<file path="src/rtl/ctrl_sequencer.sv">
// Registered opcode sequencer between instruction fetch and the datapath.
// Takes one opcode per valid/ready handshake and holds the ALU/memory
// control word until the operation completes. MAC waits for a number of
// datapath-advance cycles. LD/ST wait for a memory ack, with a timeout.
//
// state      | meaning
// -----------+---------------------------------------------------------
// S_IDLE     | ready for an opcode, control word at NOP
// S_EXEC     | single-cycle ALU op, waiting for the datapath to advance
// S_MAC_HOLD | MAC in flight, cnt_q = advance cycles still needed - 1
// S_MEM_WAIT | LD/ST request out, waiting for mem_ack or timeout
module ctrl_sequencer #(
    parameter int ALUCTL_W    = 3,
    parameter int MAC_LAT     = 2,
    parameter int MEM_TIMEOUT = 16,
    parameter int ERR_CNT_W   = 8
) (
    input  logic                 clk_i,
    input  logic                 rst_n_i,
    input  logic                 instr_valid_i,
    output logic                 instr_ready_o,
    input  logic [3:0]           opcode_i,
    output logic                 ctrl_valid_o,
    input  logic                 ctrl_ready_i,
    output logic [ALUCTL_W-1:0]  alu_ctrl1_o,
    output logic [ALUCTL_W-1:0]  alu_ctrl2_o,
    output logic                 alu_src_o,
    output logic                 reg_dst_o,
    output logic                 mem_to_reg_o,
    output logic                 mem_req_o,
    output logic                 mem_write_o,
    input  logic                 mem_ack_i,
    output logic                 reg_write_o,
    output logic                 illegal_op_o,
    output logic                 mem_timeout_o,
    output logic [ERR_CNT_W-1:0] err_count_o
);

    localparam int CNT_W = (MAC_LAT > 1) ? $clog2(MAC_LAT) : 1;
    localparam int TMO_W = (MEM_TIMEOUT > 1) ? $clog2(MEM_TIMEOUT) : 1;

    localparam logic [CNT_W-1:0]    CNT_INIT = CNT_W'(MAC_LAT - 1);
    localparam logic [TMO_W-1:0]    TMO_LAST = TMO_W'(MEM_TIMEOUT - 1);
    localparam logic [ALUCTL_W-1:0] ALU_ADD  = ALUCTL_W'(0);
    localparam logic [ALUCTL_W-1:0] ALU_MUL  = ALUCTL_W'(1);
    localparam logic [ALUCTL_W-1:0] ALU_SLT  = ALUCTL_W'(2);
    localparam logic [ALUCTL_W-1:0] ALU_NOP  = {ALUCTL_W{1'b1}};

    localparam logic [3:0] OP_ADD = 4'h1;
    localparam logic [3:0] OP_MUL = 4'h2;
    localparam logic [3:0] OP_SLT = 4'h3;
    localparam logic [3:0] OP_MAC = 4'h4;
    localparam logic [3:0] OP_LD  = 4'hE;
    localparam logic [3:0] OP_ST  = 4'hF;

    typedef enum logic [1:0] {
        S_IDLE,
        S_EXEC,
        S_MAC_HOLD,
        S_MEM_WAIT
    } state_t;

    state_t               state_q, state_d;
    logic [ALUCTL_W-1:0]  alu1_q, alu1_d;
    logic [ALUCTL_W-1:0]  alu2_q, alu2_d;
    logic                 ctrl_valid_q, ctrl_valid_d;
    logic                 mem_to_reg_q, mem_to_reg_d;
    logic                 mem_write_q, mem_write_d;
    logic [CNT_W-1:0]     cnt_q, cnt_d;
    logic [TMO_W-1:0]     tmo_q, tmo_d;
    logic                 illegal_q, illegal_d;
    logic [ERR_CNT_W-1:0] err_q, err_d;
    logic                 done;

    // State and control-word registers; reset drops any operation in flight.
    always_ff @(posedge clk_i or negedge rst_n_i) begin
        if (!rst_n_i) begin
            state_q      <= S_IDLE;
            alu1_q       <= ALU_NOP;
            alu2_q       <= ALU_NOP;
            ctrl_valid_q <= 1'b0;
            mem_to_reg_q <= 1'b0;
            mem_write_q  <= 1'b0;
            cnt_q        <= '0;
            tmo_q        <= '0;
            illegal_q    <= 1'b0;
            err_q        <= '0;
        end else begin
            state_q      <= state_d;
            alu1_q       <= alu1_d;
            alu2_q       <= alu2_d;
            ctrl_valid_q <= ctrl_valid_d;
            mem_to_reg_q <= mem_to_reg_d;
            mem_write_q  <= mem_write_d;
            cnt_q        <= cnt_d;
            tmo_q        <= tmo_d;
            illegal_q    <= illegal_d;
            err_q        <= err_d;
        end
    end

    // Next state, control word load on accept, completion pulses.
    always_comb begin
        state_d       = state_q;
        alu1_d        = alu1_q;
        alu2_d        = alu2_q;
        ctrl_valid_d  = ctrl_valid_q;
        mem_to_reg_d  = mem_to_reg_q;
        mem_write_d   = mem_write_q;
        cnt_d         = cnt_q;
        tmo_d         = tmo_q;
        illegal_d     = 1'b0;
        err_d         = err_q;
        reg_write_o   = 1'b0;
        mem_timeout_o = 1'b0;
        done          = 1'b0;

        case (state_q)
            S_IDLE: begin
                if (instr_valid_i) begin
                    case (opcode_i)
                        OP_ADD, OP_MUL, OP_SLT: begin
                            state_d      = S_EXEC;
                            ctrl_valid_d = 1'b1;
                            alu1_d       = (opcode_i == OP_ADD) ? ALU_ADD :
                                           (opcode_i == OP_MUL) ? ALU_MUL : ALU_SLT;
                        end
                        OP_MAC: begin
                            state_d      = S_MAC_HOLD;
                            ctrl_valid_d = 1'b1;
                            alu1_d       = ALU_MUL;
                            alu2_d       = ALU_ADD;
                            cnt_d        = CNT_INIT;
                        end
                        OP_LD, OP_ST: begin
                            state_d      = S_MEM_WAIT;
                            ctrl_valid_d = 1'b1;
                            mem_to_reg_d = (opcode_i == OP_LD);
                            mem_write_d  = (opcode_i == OP_ST);
                            tmo_d        = '0;
                        end
                        default: begin
                            illegal_d = 1'b1;
                            if (err_q != {ERR_CNT_W{1'b1}}) begin
                                err_d = err_q + 1'b1;
                            end
                        end
                    endcase
                end
            end
            S_EXEC: begin
                if (ctrl_ready_i) begin
                    reg_write_o = 1'b1;
                    done        = 1'b1;
                end
            end
            S_MAC_HOLD: begin
                if (ctrl_ready_i) begin
                    if (cnt_q == '0) begin
                        reg_write_o = 1'b1;
                        done        = 1'b1;
                    end else begin
                        cnt_d = cnt_q - 1'b1;
                    end
                end
            end
            S_MEM_WAIT: begin
                // An ack arriving on the timeout cycle still completes normally.
                if (mem_ack_i) begin
                    reg_write_o = mem_to_reg_q;
                    done        = 1'b1;
                end else if (tmo_q == TMO_LAST) begin
                    mem_timeout_o = 1'b1;
                    done          = 1'b1;
                end else begin
                    tmo_d = tmo_q + 1'b1;
                end
            end
            default: state_d = S_IDLE;
        endcase

        if (done) begin
            state_d      = S_IDLE;
            ctrl_valid_d = 1'b0;
            alu1_d       = ALU_NOP;
            alu2_d       = ALU_NOP;
            mem_to_reg_d = 1'b0;
            mem_write_d  = 1'b0;
        end
    end

    assign instr_ready_o = (state_q == S_IDLE);
    assign ctrl_valid_o  = ctrl_valid_q;
    assign alu_ctrl1_o   = alu1_q;
    assign alu_ctrl2_o   = alu2_q;
    assign alu_src_o     = 1'b0;
    assign reg_dst_o     = 1'b0;
    assign mem_to_reg_o  = mem_to_reg_q;
    assign mem_req_o     = (state_q == S_MEM_WAIT);
    assign mem_write_o   = mem_write_q;
    assign illegal_op_o  = illegal_q;
    assign err_count_o   = err_q;

endmodule

</file>
<file path="config.mk">
export PLATFORM = sky130hd
export DESIGN_NAME = ctrl_sequencer
export DESIGN_NICKNAME = d
export VERILOG_FILES = /design/src/rtl/ctrl_sequencer.sv
export SDC_FILE = /design/constraint.sdc
export NUM_CORES = 1
export LEC_CHECK = 0
export ABC_AREA = 1
export ABC_CLOCK_PERIOD_IN_PS = 1200
export CORE_MARGIN = 5
export CORE_UTILIZATION = 45
export CTS_CLUSTER_SIZE = 40
export DETAILED_ROUTE_END_ITERATION = 16
export PLACE_DENSITY_LB_ADDON = 0.15
export SYNTH_ARGS = -nofsm -noshare
export SYNTH_HDL_FRONTEND = slang
export SYNTH_SLANG_ARGS = --single-unit
</file>
<file path="constraint.sdc">
create_clock -name clk_i -period 1.2 [get_ports clk_i]
set_input_delay 0.12 -clock clk_i [delete_from_list [all_inputs] [get_ports clk_i]]
set_output_delay 0.12 -clock clk_i [all_outputs]
set_load 0.05 [all_outputs]
</file>
-- After elaboration in Yosys (flattened, before gate mapping)
Cells that the tools add are included.
- register bits after elaboration: 25
- output and inout port bits: 24
- word-level logic and storage cells: 101
- add/subtract/negate cells: 3
- eq/ne operators: 17
- multiplexer cells: 49
- bitwise gates (word level): 1
- reduce and logical (&&, ||, !) cells: 21
- operator list (operator ; number):
    $mux W1 ; 27
    $mux W3 ; 7
    $mux W4 ; 4
    $reduce_and A3 Y1 ; 5
    $reduce_bool A2 Y1 ; 7
    $eq A4 B4 Y1 const B ; 3
    $mux W2 ; 5
    $add A8 B1 Y8 const B ; 1
    $eq A4 B2 Y1 const B ; 2
    $ne A2 B2 Y1 const B ; 4
    $ne A8 B8 Y1 const B ; 1
    $pmux W4 S2 ; 1
    $reduce_and A4 Y1 ; 2
    $pmux W1 S3 ; 2
    $pmux W2 S3 ; 1
    $pmux W3 S2 ; 1
    $reduce_or A6 Y1 ; 1
    $reduce_and A5 Y1 ; 1
    $add A4 B1 Y4 const B ; 1
    $eq A2 B2 Y1 const B ; 2
    $eq A4 B1 Y1 const B ; 1
    $eq A4 B3 Y1 const B ; 1
    $ne A2 B1 Y1 const B ; 2
    $reduce_bool A4 Y1 ; 1
    8 further kinds ; 8

-- Logic depth before layout (Yosys ltp)
- depth after elaboration: 7
- mapped depth: 9

-- Least setup slack after synthesis
Ideal clock, no wire load.
- kind: flip-flop to output port
- start point: register tmo_q[0]
- end point: output mem_timeout_o
- arrival time: 1782 ps
- setup slack: -702 ps
- stages on the path, launching flop included: 4
- buffers on the path: 0
- cell sequence: dfrtp_1 -> ha_1 -> nand3_1 -> nor3_1
- longest elaborated chain between the ends: 4
- RTL lines (what ; RTL line ; source):
    start: declaration ; 70 ; logic [TMO_W-1:0] tmo_q, tmo_d;
    start signal: assignment ; 96 ; tmo_q <= tmo_d;
    $eq A4 B4 Y1 ; 172 ; end else if (tmo_q == TMO_LAST) begin
    $mux W1 ; 172 ;
    $mux W1 ; 169 ; if (mem_ack_i) begin
    $mux W1 ; 118 ; case (state_q)
    end: declaration ; 35 ; output logic mem_timeout_o,
No other way between the ends.

-- Worst setup path in the final report
- start point: register state_q[0]
- end point: output reg_write_o
- longest elaborated chain between the ends: 2
- RTL lines (what ; RTL line ; source):
    start: declaration ; 63 ; state_t state_q, state_d;
    start signal: assignment ; 89 ; state_q <= state_d;
    $eq A2 B2 Y1 / $eq A2 B1 Y1 (equally long branches) ; 118 ;
    $pmux W1 S3 * ; 118 ;
    end: declaration ; 33 ; output logic reg_write_o,
Mark *: on every way between the ends. The rest lies on a longest branch, timed or not.

==> results <==
-- timing repair --
| item | CTS | global route |
|---|---|---|
| endpoints found under the setup margin | 31 | 38 |
| gates resized for setup | 31 | 15 |
| setup buffers | 12 | 9 |
| pin swaps | 7 | 10 |
| gates cloned | 0 | 1 |
-- power groups by stage --
stage                     combinational, µW  sequential, µW  clock (µW)
after floorplan                        1180            2010           0
after global placement                 3350            1420           0
after detailed placement               3460            1450           0
after CTS                              3750            1460         385
after global routing                   4270            1510         413
final                                  4070            1480         371
-- cells in the final DEF (no fill, tap or decap), types with 11 or more instances in the layout --
cell type  synthesis  layout
buf_12             0      24
buf_4              4      30
buf_6              0      12
dfrtp_1           19      11
inv_1             18      16
nand2_1           58      50
nand2_2            7      12
nand3_1           16      11
-- path summary, 6_finish.rpt --
check	end	start	slack [ns]	depth (start not counted)
worst max register to register	alu_ctrl1_o[1]	state_q[1]	-0.26	11
worst min register to register	alu_ctrl1_o[2]	alu_ctrl1_o[2]	0.49	2
max in group asynchronous	alu_ctrl1_o[0]	rst_n_i	0.79	2
worst min-delay path	cnt_q	rst_n_i	0.13	2
min in group clk_i	alu_ctrl1_o[2]	alu_ctrl1_o[2]	0.49	2
worst max-delay path	reg_write_o	state_q[0]	-0.37	4
-- per-layer routing --
layer / vias to the layer above / wire, µm
met4: 0 / 51
met5: - / 0
met2: 30 / 2490
met3: 6 / 136
li1: 709 / -
met1: 698 / 1610
-- flip-flops by register name (all words and copies together) (netlist names) --
signal and flops:
mem_to_reg_o 1, illegal_op_o 1, cnt_q 1, alu_ctrl2_o 1, alu_ctrl1_o 3, mem_write_o 1
err_count_o 8, ctrl_valid_o 1, tmo_q 4, state_q 2
-- final cells by class --
| class | instances | share of cell area |
|---|---|---|
| clock buffers | 3 | 0.00865 |
| clock inverters | 1 | 0.00192 |
| repair buffers | 74 | 0.354 |
| multi-input cells | 130 | 0.344 |
| well taps | 44 | 0.0211 |
| flip-flops and latches | 23 | 0.227 |
| inverters | 26 | 0.0442 |
-- cell usage after synthesis (3+ instances only) --
cell | number | area [µm²]
nand2_1 | 58 | 218
dfrtp_1 | 19 | 475
inv_1 | 18 | 67.6
nand3_1 | 16 | 80.1
nor2_1 | 8 | 30.0
nand2_2 | 7 | 43.8
inv_2 | 5 | 18.8
buf_4 | 4 | 30.0
dfstp_2 | 4 | 105
nand2_4 | 4 | 45.0
nor2_2 | 4 | 25.0
xor2_1 | 4 | 35.0
a21oi_2 | 3 | 26.3
nand3b_1 | 3 | 22.5
nor2_4 | 3 | 33.8
o21ai_0 | 3 | 15.0
-- per-stage QoR --
stage          power (µW)  TNS [ns]  hold WS, ns
5_1_grt              6200     -8.28        0.156
2_1_floorplan        3190     -3.47       -0.176
6_report             5920     -6.19        0.132
3_5_place_dp         4900     -5.36        0.478
3_3_place_gp         4770     -3.91        0.470
4_1_cts              5590     -5.40        0.142
-- kinds of logic after synthesis --
| group | synth area share |
|---|---|
| AND/OR/NAND/NOR | 0.419 |
| adder cells (fa/ha/maj) | 0.0170 |
| XOR/XNOR | 0.0239 |
| flip-flops | 0.396 |
| buffers and inverters | 0.0912 |
| other | 0.00256 |
| AO/OA/AOI/OAI | 0.0435 |
| multiplexers | 0.00682 |
-- worst max-delay path, delay by kind of cell, from the launching register on --
| kind | cells | cell delay, ns |
|---|---|---|
| flip-flops | 1 | 0.50 |
| buffers and inverters | 2 | 0.23 |
| AO/OA/AOI/OAI | 1 | 0.25 |
| AND/OR/NAND/NOR | 1 | 0.15 |
==> flow_metrics.tcl <==
set metrics [dict create \
    sw_frac_of_total 0.450 \
    min_period_over_period 1.31 \
    avgSynthCellArea_um2 8.11 \
    peakVddDrop_v 0.00159 \
    grt_max_degree 24 \
    netlist_instances 181 \
    crit_fanout 5 \
    multiInputGateArea_um2 896 \
    ys_ff_latch 23 \
    overflow 0 \
    hold_path_class "in -> async" \
    cts_tree "built" \
    final_cells 301 \
    outcome "complete, but fails checks" \
    combPwrFrac 0.688 \
    fill_cells 175 \
    grt_busiest_layer "met2" \
    post-place-ws_ns -0.329 \
    diodes 0 \
    groute.usage.overall 0.194 \
    antenna_found_initial 0 \
    root_buffer "clkbuf_4" \
    cts_made_buffers 3 \
    die_h_um 67.1 \
    ant_nets 0 \
    violations "negative setup slack" \
    synthFlopType "dfrtp_1" \
    met3_usage 0.0202 \
    layout_setup_ws_ns -0.373 \
    finalWorstPathRequiredPeriod_ns 1.57 \
    rsz0062_at_grt "yes" \
    ctsHoldBuffers 0 \
    critical-path-max-stage-delay_ns 0.50 \
    grt_first_pass_wirelength_um 6650 \
    clock-sinks 23 \
    via_per_inst 4.79 \
    ys_warn_count 0 \
    clk_pin_slew_ns 0.13 \
    fmax_ghz 0.636 \
    coreArea_um2 3100 \
    p_leak_uw 0.00131 \
    dpl-instance-area_um2 2290 \
    max_cap_viol_count 0 \
    path_cells "nand2_4 -> clkinv_4 -> a31o_4 -> buf_12" \
    setup.worst_path.start_class "flop" \
    htreeDepth 1 \
    crit_required_ns 1.08 \
    drtIter0Drc 70 \
    gp_congestion 0.805 \
    register_area_um2 591 \
    slew_violations 0 \
    slowest_stage "dfrtp_2" \
    hpwl_um 2940 \
    skew_ns 0.00867 \
    dp_cells 280 \
    grt_pass1_vias 1493 \
    yosysSeqAreaShare 0.396 \
    critPathArrivalTime_ns 1.45 \
    drc 0 \
    worstSkewPairLatency_ns 0.32 \
    p_int_uw 3250 \
    p_seq_frac 0.250 \
    firstDrtPassIters 4 \
    power_frac_clock 0.063 \
    wl_um 4290 \
    hold_viol 0 \
    syn-cell-area_um2 1470 \
    met1_usage 0.215 \
    setup_violations 30 \
    numPortBuffers 30 \
    die_area_um2 4500 \
    power.density_nw_per_um2 2270 \
    post_drt_wl_per_cell_um 14.2 \
    fp.dieW_um 67.1 \
    area_growth_pct 77.5 \
    fin_nets 269 \
    endpoint_kind "output port" \
    fin_util 0.840 \
    cts_max_path_buffers 2 \
    grtUsageMet2 0.384 \
    async_flop_share 1.00 \
    rows 20 \
    switchingPower_uw 2660 \
    synth-edff-count 0 \
    vias 1443 \
    num_io_pins 33 \
    fin_area_um2 2610 \
    path_class "reg -> out" \
    yosysUniqueCellTypes 30 \
    drive_above_1_share 0.541 \
    initial_utilization 0.473 \
]
Power figures use the tool's default switching activity.
